### src/rtl/imem_loader.sv
// Purpose: boot loader that streams a framed byte sequence into the 64-word instruction memory.
// Latency: one write strobe the cycle after each word's 4th byte; status changes the cycle after the checksum byte.
// Backpressure: byte_ready_o comes only from the registered state (HDR/DATA/CSUM) and sustains one byte per cycle.
module imem_loader #(
    parameter int DEPTH = 64,
    parameter int AW    = 6
) (
    input  logic          clk_i,
    input  logic          reset_i,        // asynchronous, active-low
    input  logic          start_i,
    input  logic          byte_valid_i,
    input  logic [7:0]    byte_data_i,
    output logic          byte_ready_o,
    output logic          we_o,
    output logic [AW-1:0] waddr_o,
    output logic [31:0]   wdata_o,
    output logic          cpu_reset_o,
    output logic          busy_o,
    output logic          done_o,
    output logic          error_o
);

    typedef enum logic [2:0] {
        S_IDLE,
        S_HDR,
        S_DATA,
        S_CSUM,
        S_DONE,
        S_ERR
    } state_t;

    localparam logic [7:0] DEPTH_B = 8'(DEPTH);
    localparam logic [AW:0] ONE    = (AW+1)'(1);

    state_t        state_q;
    logic [AW:0]   n_q;        // word count of the current frame, 1..DEPTH
    logic [AW-1:0] addr_q;     // index of the word being assembled
    logic [1:0]    bidx_q;     // byte lane of the next data byte
    logic [23:0]   lanes_q;    // lanes 0..2 of the word being assembled
    logic [7:0]    xor_q;      // running XOR of the data bytes
    logic          we_q;
    logic [AW-1:0] waddr_q;
    logic [31:0]   wdata_q;

    logic          xfer;
    logic          hdr_ok;
    logic          last_word;
    logic [31:0]   word_d;

    assign xfer      = byte_valid_i && byte_ready_o;
    assign hdr_ok    = (byte_data_i != 8'd0) && (byte_data_i <= DEPTH_B);
    assign last_word = ({1'b0, addr_q} == (n_q - ONE));
    // The 4th byte goes to lane 3, so the completed word is the incoming byte over the stored lanes.
    assign word_d    = {byte_data_i, lanes_q};

    // Session FSM together with word assembly, checksum and the registered write port.
    always_ff @(posedge clk_i or negedge reset_i) begin
        if (!reset_i) begin
            state_q <= S_IDLE;
            n_q     <= '0;
            addr_q  <= '0;
            bidx_q  <= '0;
            lanes_q <= '0;
            xor_q   <= '0;
            we_q    <= 1'b0;
            waddr_q <= '0;
            wdata_q <= '0;
        end else begin
            we_q <= 1'b0;
            if (start_i) begin
                // Start (re)opens a session from any state; a byte in the same cycle is dropped.
                state_q <= S_HDR;
                addr_q  <= '0;
                bidx_q  <= '0;
                lanes_q <= '0;
                xor_q   <= '0;
            end else begin
                case (state_q)
                    S_HDR: begin
                        if (xfer) begin
                            if (hdr_ok) begin
                                n_q     <= byte_data_i[AW:0];
                                addr_q  <= '0;
                                bidx_q  <= '0;
                                lanes_q <= '0;
                                xor_q   <= '0;
                                state_q <= S_DATA;
                            end else begin
                                state_q <= S_ERR;
                            end
                        end
                    end
                    S_DATA: begin
                        if (xfer) begin
                            xor_q <= xor_q ^ byte_data_i;
                            if (bidx_q == 2'd3) begin
                                we_q    <= 1'b1;
                                waddr_q <= addr_q;
                                wdata_q <= word_d;
                                bidx_q  <= 2'd0;
                                // Hold the address on the last word so it never wraps past DEPTH-1.
                                if (last_word) begin
                                    state_q <= S_CSUM;
                                end else begin
                                    addr_q <= addr_q + 1'b1;
                                end
                            end else begin
                                case (bidx_q)
                                    2'd0:    lanes_q[7:0]   <= byte_data_i;
                                    2'd1:    lanes_q[15:8]  <= byte_data_i;
                                    default: lanes_q[23:16] <= byte_data_i;
                                endcase
                                bidx_q <= bidx_q + 1'b1;
                            end
                        end
                    end
                    S_CSUM: begin
                        if (xfer) begin
                            state_q <= (byte_data_i == xor_q) ? S_DONE : S_ERR;
                        end
                    end
                    default: begin
                        state_q <= state_q;
                    end
                endcase
            end
        end
    end

    assign byte_ready_o = (state_q == S_HDR) || (state_q == S_DATA) || (state_q == S_CSUM);
    assign busy_o       = byte_ready_o;
    assign done_o       = (state_q == S_DONE);
    assign error_o      = (state_q == S_ERR);
    assign cpu_reset_o  = (state_q != S_DONE);
    assign we_o         = we_q;
    assign waddr_o      = waddr_q;
    assign wdata_o      = wdata_q;

endmodule

### config.mk
export PLATFORM = sky130hd
export DESIGN_NAME = imem_loader
export DESIGN_NICKNAME = d
export VERILOG_FILES = /design/src/rtl/imem_loader.sv
export SDC_FILE = /design/constraint.sdc
export NUM_CORES = 1
export LEC_CHECK = 0
export BUFFER_PORTS_ARGS = -buffer_cell sky130_fd_sc_hd__buf_2
export CORE_ASPECT_RATIO = 0.8
export CORE_UTILIZATION = 62
export DETAILED_ROUTE_END_ITERATION = 7
export PLACE_DENSITY = 0.85
export SKIP_LAST_GASP = 1
export SLEW_MARGIN = 20
export SYNTH_ARGS = -nofsm -noshare
export SYNTH_HDL_FRONTEND = slang
export SYNTH_SLANG_ARGS = --single-unit
### constraint.sdc
create_clock -name clk_i -period 4.6 [get_ports clk_i]
set_input_delay 0.92 -clock clk_i [delete_from_list [all_inputs] [get_ports clk_i]]
set_output_delay 0.92 -clock clk_i [all_outputs]
set_load 0.1 [all_outputs]
**Word-level counts from Yosys, hierarchy flattened**

Cells that the tools add are included.
Widths: inputs -> output; s select.

- Register bits after elaboration: 89
- Input bits: 12
- Output and inout port bits: 44
- Word-level logic and storage cells: 95

- Add/subtract/negate cells: 3
- $lt $le $gt $ge: 1
- Equal/unequal tests: 21
- Muxes and demuxes: 40
- Bitwise operators: 2
- Reductions and logical operators: 17

Operator list:

| kind | count |
|---|---|
| $mux 24 | 5 |
| $mux 8 | 7 |
| $pmux 24 s2 | 1 |
| $mux 6 | 6 |
| $ne 3x3->1 const B | 10 |
| $reduce_and 6->1 | 5 |
| $mux 3 | 7 |
| $pmux 8 s2 | 1 |
| $pmux 6 s2 | 1 |
| $reduce_and 4->1 | 3 |
| $mux 2 | 5 |
| $pmux 3 s3 | 1 |
| $eq 8x8->1 | 1 |
| $le 8x7->1 const B | 1 |
| $reduce_bool 8->1 | 1 |
| $xor 8x8->8 | 1 |
| $eq 6x7->1 | 1 |
| $sub 7x1->7 const B | 1 |
| $add 6x1->6 const B | 1 |
| $eq 3x2->1 const B | 2 |
| $eq 3x3->1 const B | 2 |
| $ne 3x2->1 const B | 2 |
| $mux 1 | 5 |
| $pmux 2 s2 | 1 |
| other kinds (11) | 13 |

**Longest topological paths before layout**

Gate-level depths: netlist (run 1).

- Word-level depth: 7
- Depth in mapped cells: 9
- Gate-level depth less buffers: 8

**Worst setup path after synthesis (run 1)**

No wires, ideal clock.

- Kind: reg-to-output
- Start: reg state_q[0]
- End: out byte_ready_o
- Arrival: 2.391 ns
- Data required time: 3.680 ns
- Setup slack: 1.289 ns
- Cell stages (with the launch flop): 5
- Buffers on the path: 2
- Cells stage by stage: dfrtp_1 -> clkbuf_1 -> nor2_1 -> nor2_1 -> buf_4

- Word-level cells in the longest chain between the ends: 3
- Elaborated cells on any way between the ends: 5
- Those cells by class: eq/ne: 3; reduce/logical: 2

Ends and longest elaborated chain:

| element | RTL line | RTL |
|---|---|---|
| from (decl) | 35 | `state_t state_q;` |
| from (signal assigned) | 119 | `state_q <= (byte_data_i == xor_q) ? S_DONE : S_ERR;` |
| from (signal assigned) | 123 | `state_q <= state_q;` |
| $eq 3x1->1 / $eq 3x2->1 (equally long branches) | 130 | `assign byte_ready_o = (state_q == S_HDR) \|\| (state_q == S_DATA) \|\| (state_q == S_CSUM);` |
| $logic_or 1x1->1 | 130 |  |
| $logic_or 1x1->1 (*) | 130 |  |
| to (decl) | 13 | `output logic byte_ready_o,` |

Every way passes the cells marked *; elsewhere a longest branch is shown, timed or not.

**Worst setup path in the final report (run 1)**

- Start: in byte_data_i[0]
- End: reg lanes_q[6]

- Word-level cells in the longest chain between the ends: 4
- Elaborated cells on any way between the ends: 5
- Those cells by class: order compare: 1; eq/ne: 1; reduce/logical: 3

Ends and longest elaborated chain:

| element | RTL line | RTL |
|---|---|---|
| from (decl) | 12 | `input logic [7:0] byte_data_i,` |
| $le 8x7->1 / $reduce_bool 8->1 (equally long branches) | 51 | `assign hdr_ok = (byte_data_i != 8'd0) && (byte_data_i <= DEPTH_B);` |
| $logic_and 1x1->1 (*) | 51 |  |
| $ne 3x3->1 (no source line) (*) | -- |  |
| $reduce_and 6->1 (no source line) (*) | -- |  |
| to (signal assigned) | 109 | `2'd0: lanes_q[7:0] <= byte_data_i;` |
| to (decl) | 39 | `logic [23:0] lanes_q;` |

Marks and branches as above.
A chain may end at the register's enable or synchronous reset.

==> results by group, run 1 <==
Status
  – Result of the run: complete, no violations

Worst setup path
  – List of cells traversed by the critical path: buf_2, or4_1, or4_1, nand3_2, o21a_1, nor2_4, mux2_1
  – Buf+Inv Stages, Crit Path: 1
  – Cell type group with the largest total delay on the critical path: simple AND/OR/NAND/NOR gates
  – Maximum fanout along the worst path: 16
  – Most prevalent standard cell on the critical path: sky130_fd_sc_hd__or4_1
  – Slowest stage cell, crit path: sky130_fd_sc_hd__o21a_1
  – Setup crit end kind: flip-flop
  – Sort of element at the start of the critical path: input pin
  – CP Data Required Time: between 4000 and 5000 ps
  – Data arrival time at the worst-slack endpoint: roughly 3400 ps
  – Setup slack, reg-to-reg: roughly 2100 ps
  – CP peak stage delay: 650 ps
  – Path type of the worst setup path: input pin to flip-flop

Clock network
  – Post-cts sizing count: 0
  – TritonCTS Buffers: 9
  – Buffer cell driving the clock tree root: sky130_fd_sc_hd__clkbuf_8
  – Number of buffers inserted by post-CTS setup repair: 0
  – H-tree depth reported by CTS: 3
  – TritonCTS clock tree: done
  – Post-CTS Hold Buffers: 0
  – Clock tree buffer depth: 2
  – Latest clock arrival within the worst-skew pair: between 300 and 400 ps
  – Total number of clock tree sinks: 89
  – Register clock-pin slew on the reported worst setup and hold paths: around 90 ps

Routing
  – Number of detailed-route iterations in the first pass: 5
  – First-iteration detailed-routing DRC count: around 200
  – Mean routed wirelength per cell: 17.8 um
  – Mean number of vias per cell: about 6
  – Routed vias: between 2000 and 3000
  – DRC violations left: 0
  – Drt total wl: between 8000 and 9000 um
  – Final ANT Viol Nets: 0

Power and ir drop
  – NetSw: roughly 0.00047 W
  – Peak supply drop: approximately 0.00026 V
  – Switching power share of the total: 28.7%
  – Part of the power in the clock network: 34.7%
  – Sequential cell fraction of total power: roughly half
  – Share of total power in combinational logic: 13.6%
  – Static power due to leakage: approximately 2.4 nW
  – Total internal power: roughly 0.0012 W
  – P per Cell Area: approximately 350 nW/um^2

Place
  – Routability Congestion: 0.954
  – IO buf count: 55
  – HPWL after detailed placement: around 6000 um
  – Placed cell area: 4430 sq um

Yosys
  – Synthesized instance count: 345
  – Avg Synthesized Cell Area: 11.9 sq um
  – Synthesis-stage register bit count: 89
  – Number of nets in the synthesized netlist: roughly 360
  – Synthesis Warnings: 0
  – Area fraction in and, or, nand and nor cells after synthesis: around 11%
  – Share of flip-flops with an asynchronous set or reset after synthesis: between 90% and 100%
  – Post-synthesis sequential area ratio: between 50% and 60%
  – Count of different cell masters after synthesis: 46
  – Compound-cell area share of the yosys netlist: ~9%
  – Proportion of synthesized area in mux cells: 18.6%
  – Most instantiated flip-flop cell in the synthesis netlist: sky130_fd_sc_hd__dfrtp_1
  – Adder and majority gate portion of the synthesized area: around 1.5%
  – EDFF count, synth: 0
  – Main combinational cell family by area after synthesis: multiplexers
  – Netlist area before placement: about 4100 sq um
  – Leading area contributor after synthesis: sky130_fd_sc_hd__dfrtp_1
  – Area share of the leading cell type in the synthesized netlist: between 50 and 60%
  – Xor and xnor area share after synthesis: about 2.1%
  – Largest cells by area after synthesis: sky130_fd_sc_hd__dfrtp_1 54%, sky130_fd_sc_hd__mux2_2 17%, sky130_fd_sc_hd__o21ai_0 2.7%

Finish
  – Number of fill cells in the layout: about 460
  – Synth-to-layout area growth: 13.1%
  – Diodes inserted: 0
  – Number of nets in the layout: 414
  – Highest-count cells in the layout ignoring fill and taps: 89 x sky130_fd_sc_hd__dfrtp_1, 63 x sky130_fd_sc_hd__mux2_2, 54 x sky130_fd_sc_hd__buf_2
  – Layout Cell Area excl Fill: approximately 4600 sq um
  – Most common cell after layout, fill and taps aside: sky130_fd_sc_hd__dfrtp_1
  – Fraction of final layout cells with drive strength greater than 1: 35.3%

Floorplanning
  – Number of I/O pins: 56
  – Core outline area: between 6000 and 7000 sq um
  – DIE AREA: about 6900 sq um
  – Die span in y: between 70 and 80 um
  – Die Span X: 93.0 um
  – Effective utilization at floorplan: 64.3%
  – Rows: 26

Timing
  – Final hold violation count: 0
  – Setup Total Neg Slack: 0 ps
  – Final setup fails: 0
  – Slew @ Worst Pin: 790 ps
  – Final worst path period need: ~3200 ps
  – Setup skew after layout: ~8.1 ps
  – Unrepaired setup endpoints after global routing: false
  – Portion of the clock cycle consumed by the worst path in the final layout: between 60% and 70%
  – Smallest hold slack: around 480 ps
  – Slew Limit Fails: 0
  – Worst slew slack as a fraction of its limit: 47.3%
  – Max Clk Rate: 0.317 GHz

GRT
  – First-pass GRT wire length: approximately 14000 um
  – Remaining global-route overflow: 0
  – Initial antenna violation count: 0
  – Pin count of the biggest net entering global routing: 90
  – Vias in the first global route: ~2700
  – Global routing usage summed across all routing layers: between 20% and 30%

Flow run
  – # Max-Cap Violations: 0

Worst hold path
  – Tightest Hold Check Type: flip-flop to flip-flop
-- final timing paths --
kind                       depth (start not counted)      startpoint          end
min in group asynchronous                          1         reset_i    addr_q[0]
min                                                2     wdata_o[31]  wdata_o[31]
max in group asynchronous                          1         reset_i       n_q[3]
min reg2reg                                        2     wdata_o[31]  wdata_o[31]
max                                                7  byte_data_i[0]   lanes_q[6]
max reg2reg                                        6          n_q[0]    addr_q[3]
-- worst min-delay path: cells and delay by family (launching register included) --
kind,cells,cell delay (ps)
AOI/OAI and AO/OA,1,50
DFF,1,350
and+or+nand+nor,1,40
-- routing by layer --
metal  routed length [um]  part of all wire (%)  track usage [%]
met2                 3900                    45             40.6
met1                 4060                    47             39.8
met4                  121                   1.4             8.38
met3                  580                   6.7             6.57
met5                    0                     0                0
-- Yosys cell counts (7+ instances only) --
cell type	number
sky130_fd_sc_hd__xnor2_1	7
sky130_fd_sc_hd__nand2_1	17
sky130_fd_sc_hd__nor3_1	7
sky130_fd_sc_hd__nor2_1	22
sky130_fd_sc_hd__nand2b_1	11
sky130_fd_sc_hd__mux2_2	63
sky130_fd_sc_hd__clkbuf_1	9
sky130_fd_sc_hd__o21ai_0	22
sky130_fd_sc_hd__a21oi_1	7
sky130_fd_sc_hd__dfrtp_1	89
sky130_fd_sc_hd__and2_1	10
sky130_fd_sc_hd__inv_1	14
-- area by class of cell --
cell class / instances / area (sq um) / share of cell area [%]
timing repair buffer: 57 / 297 / 6.39
multi-input combinational: 226 / 1750 / 37.7
tap: 84 / 105 / 2.26
clock inverter: 6 / 72.6 / 1.56
sequential: 89 / 2230 / 48.0
inverter: 14 / 52.6 / 1.13
clock buffer: 10 / 138 / 2.96
-- cells by family (layout without fill, tap and decap cells) --
group,Yosys count,in the layout
flops,89,89
simple gates,88,88
mux,68,68
compound gates,55,55
buf+inv,30,87
xor+xnor,10,10
fa+ha+maj,5,5
-- flip-flops by register name, summed over array words and instances (netlist names) --
signal,flops
waddr_o,6
state_q,3
addr_q,6
lanes_q,24
wdata_o,32
we_o,1
xor_q,8
n_q,7
bidx_q,2
-- power by group through the flow --
stage          Clock (W)  Sequential, W  Combinational (W)
2_1_floorplan          0       0.000843           0.000170
3_3_place_gp           0       0.000851           0.000208
3_5_place_dp           0       0.000853           0.000218
4_1_cts         0.000570       0.000837           0.000219
5_1_grt         0.000604       0.000843           0.000240
6_report        0.000564       0.000838           0.000220
-- metrics by stage --
step           util [%]  std cells  worst slack (ps)  power (W)
6_report           72.8        486              1450    0.00162
5_1_grt            72.8        486              1400    0.00169
4_1_cts            72.7        486              1500    0.00163
3_5_place_dp       69.4        470              1090    0.00107
3_3_place_gp       69.4        470              1210    0.00106
2_1_floorplan         -        345              1290    0.00101
Power figures use the tool's default switching activity.
==> run 2: changes to the inputs <==
- CORE_UTILIZATION: 62 -> 57
- PLACE_DENSITY: 0.85 -> 0.79
- clock period: 4.6 -> 3.05 ns (I/O delays scaled with it)
==> run 2 against run 1 <==
Net effect:
- sequential cell count stayed put
- sequential power grew 50%
- count of clock-buffer cells in the layout is the same
- setup slack got worse by 1000 ps
- total power is 49% higher
- non-clock buffer count is 6 higher
- critical endpoint is now lanes_q[21]
- die area grew 8.5%
- combinational power rose by 52%
- highest routed layer unchanged
- final area up 1.1%
- clock power increased by 45%
- via count is 2.1% lower
- critical path type unchanged
- largest cell class unchanged
- wire length down 4.4%
==> results by group, run 2 (synthesis gave the netlist of run 1 again) <==
Status
  – Result of the run: complete, no violations

Routing
  – Routed vias: 2802 (-2.1%)
  – DRC violations left: 0 (unchanged)
  – Mean number of vias per cell: 5.66 (-3.8%)
  – Number of detailed-route iterations in the first pass: 5 (unchanged)
  – Mean routed wirelength per cell: 16.7 um (-6.2%)
  – First-iteration detailed-routing DRC count: 184 (-6.6%)
  – Drt total wl: 8280 um (-4.4%)
  – Final ANT Viol Nets: 0 (unchanged)

Worst setup path
  – Setup crit end kind: flip-flop
  – Origin of the worst setup path: byte_data_i[0]
  – Reg-to-reg startpoint: n_q[2]
  – Slowest stage cell, crit path: sky130_fd_sc_hd__or4_1
  – List of cells traversed by the critical path: buf_2, or4_1, o31ai_1, nand3_2, o21a_1, a21oi_4, mux2_2
  – Path type of the worst setup path: input pin to flip-flop
  – CP Data Required Time: 3290 ps (-1570 ps)
  – Sort of element at the start of the critical path: input pin
  – Maximum fanout along the worst path: 9 (-7)
  – Data arrival time at the worst-slack endpoint: 2850 ps (-560 ps)
  – CP peak stage delay: 570 ps (-80 ps)

Floorplanning
  – Die Span X: 96.9 um (+4.2%)
  – Rows: 27 (+3.8%)
  – Core outline area: 6930 sq um (+8.6%)
  – Effective utilization at floorplan: 59.2% (-5.1 points)
  – DIE AREA: 7540 sq um (+8.5%)
  – Die span in y: 77.9 um (+4.2%)
  – Number of I/O pins: 56 (unchanged)

Worst hold path
  – Tightest Hold Check Type: input pin to async pin

Finish
  – Highest-count cells in the layout ignoring fill and taps: 89 x sky130_fd_sc_hd__dfrtp_1, 63 x sky130_fd_sc_hd__mux2_2, 54 x sky130_fd_sc_hd__buf_2
  – Flip-flop count of the largest register, all copies and words added: 32 (unchanged)
  – Fraction of final layout cells with drive strength greater than 1: 36.3% (+0.95 points)
  – Number of fill cells in the layout: 508 (+12%)
  – Diodes inserted: 0 (unchanged)
  – Most common cell after layout, fill and taps aside: sky130_fd_sc_hd__dfrtp_1
  – Post-layout util: 67.8% (-5.1 points)
  – Number of nets in the layout: 420 (+1.4%)
  – Synth-to-layout area growth: 14.4%

Clock network
  – Total number of clock tree sinks: 89 (unchanged)
  – Post-cts sizing count: 0 (unchanged)
  – Latest clock arrival within the worst-skew pair: 360 ps (about the same)
  – Register clock-pin slew on the reported worst setup and hold paths: 80 ps (about the same)
  – Buffer cell driving the clock tree root: sky130_fd_sc_hd__clkbuf_8
  – H-tree depth reported by CTS: 3 (unchanged)
  – TritonCTS Buffers: 9 (unchanged)
  – Post-CTS Hold Buffers: 0 (unchanged)
  – TritonCTS clock tree: done
  – Number of buffers inserted by post-CTS setup repair: 0 (unchanged)
  – Clock tree buffer depth: 2 (unchanged)

Timing
  – Slew Limit Fails: 0 (unchanged)
  – Setup skew after layout: 8.45 ps (+0.396 ps)
  – Worst slew slack as a fraction of its limit: 57.7% (+10 points)
  – Portion of the clock cycle consumed by the worst path in the final layout: 85.6%
  – Final worst path period need: around 2600 ps
  – Final hold violation count: 0 (unchanged)
  – Final setup fails: 0 (unchanged)
  – Setup Total Neg Slack: 0 ps (unchanged)
  – Unrepaired setup endpoints after global routing: false
  – Max Clk Rate: approximately 0.38 GHz
  – Slew @ Worst Pin: 632 ps (-158 ps)

GRT
  – First-pass GRT wire length: 14100 um (+1.6%)
  – Pin count of the biggest net entering global routing: 49 (-46%)
  – Vias in the first global route: 2770 (+3.6%)
  – Global routing usage summed across all routing layers: 24.0% (-3.1 points)
  – Remaining global-route overflow: 0 (unchanged)
  – Initial antenna violation count: 0 (unchanged)

Power and ir drop
  – Static power due to leakage: 2.46 nW (+1.3%)
  – P per Cell Area: 515 nW/um^2 (+48%)
  – Peak supply drop: 0.000361 V (+37%)

Place
  – Routability Congestion: 0.864 (-9.5%)
  – HPWL after detailed placement: 6100 um (-1.1%)
  – IO buf count: 55 (unchanged)

Flow run
  – # Max-Cap Violations: 0 (unchanged)
run 2: per-layer routing:
layer	vias to the layer above	wire length [um]	track usage [%]
met5	-	0	0
met4	0	139	9.55
met3	15	460	5.23
met2	95	3610	34.0
met1	1365	4070	35.9
li1	1327	-	-
run 2: cell type report:
type	count	area [sq um]	area share, %
multi-input cells	226	1750	37.3
clock inverters	6	65.1	1.39
clock buffers	10	138	2.93
well taps	87	109	2.32
repair buffers	63	350	7.47
flip-flops and latches	89	2230	47.5
inverters	14	52.6	1.12
run 2: critical path, delay by kind of cell:
kind	cells	cell delay, ps
AOI/OAI and AO/OA	3	1020
buffers and inverters	1	140
muxes	1	370
and+or+nand+nor	2	710
run 2: worst paths after layout:
kind | slack [ps] | endpoint | depth (start not counted)
max | 440 | lanes_q[21] | 7
min | 230 | we_o | 1
max reg2reg | 490 | addr_q[3] | 6
min reg2reg | 490 | wdata_o[31] | 2
max in group asynchronous | 2190 | xor_q[0] | 2
min in group clk_i | 490 | wdata_o[31] | 2
run 2: power breakdown:
group          total [W]  switching [W]  internal [W]
sequential       0.00126      0.0000472       0.00122
clock           0.000818       0.000414      0.000404
combinational   0.000335       0.000213      0.000122
run 2: through the flow:
step	hold slack (ps)	worst slack [ps]	std cells	area, sq um	total power [W]
4_1_cts	243	477	495	4690	0.00243
3_5_place_dp	474	113	479	4490	0.00162
6_report	231	440	495	4690	0.00242
5_1_grt	258	319	495	4690	0.00253
3_3_place_gp	463	201	479	4490	0.00161
2_1_floorplan	314	48.8	345	4100	0.00153
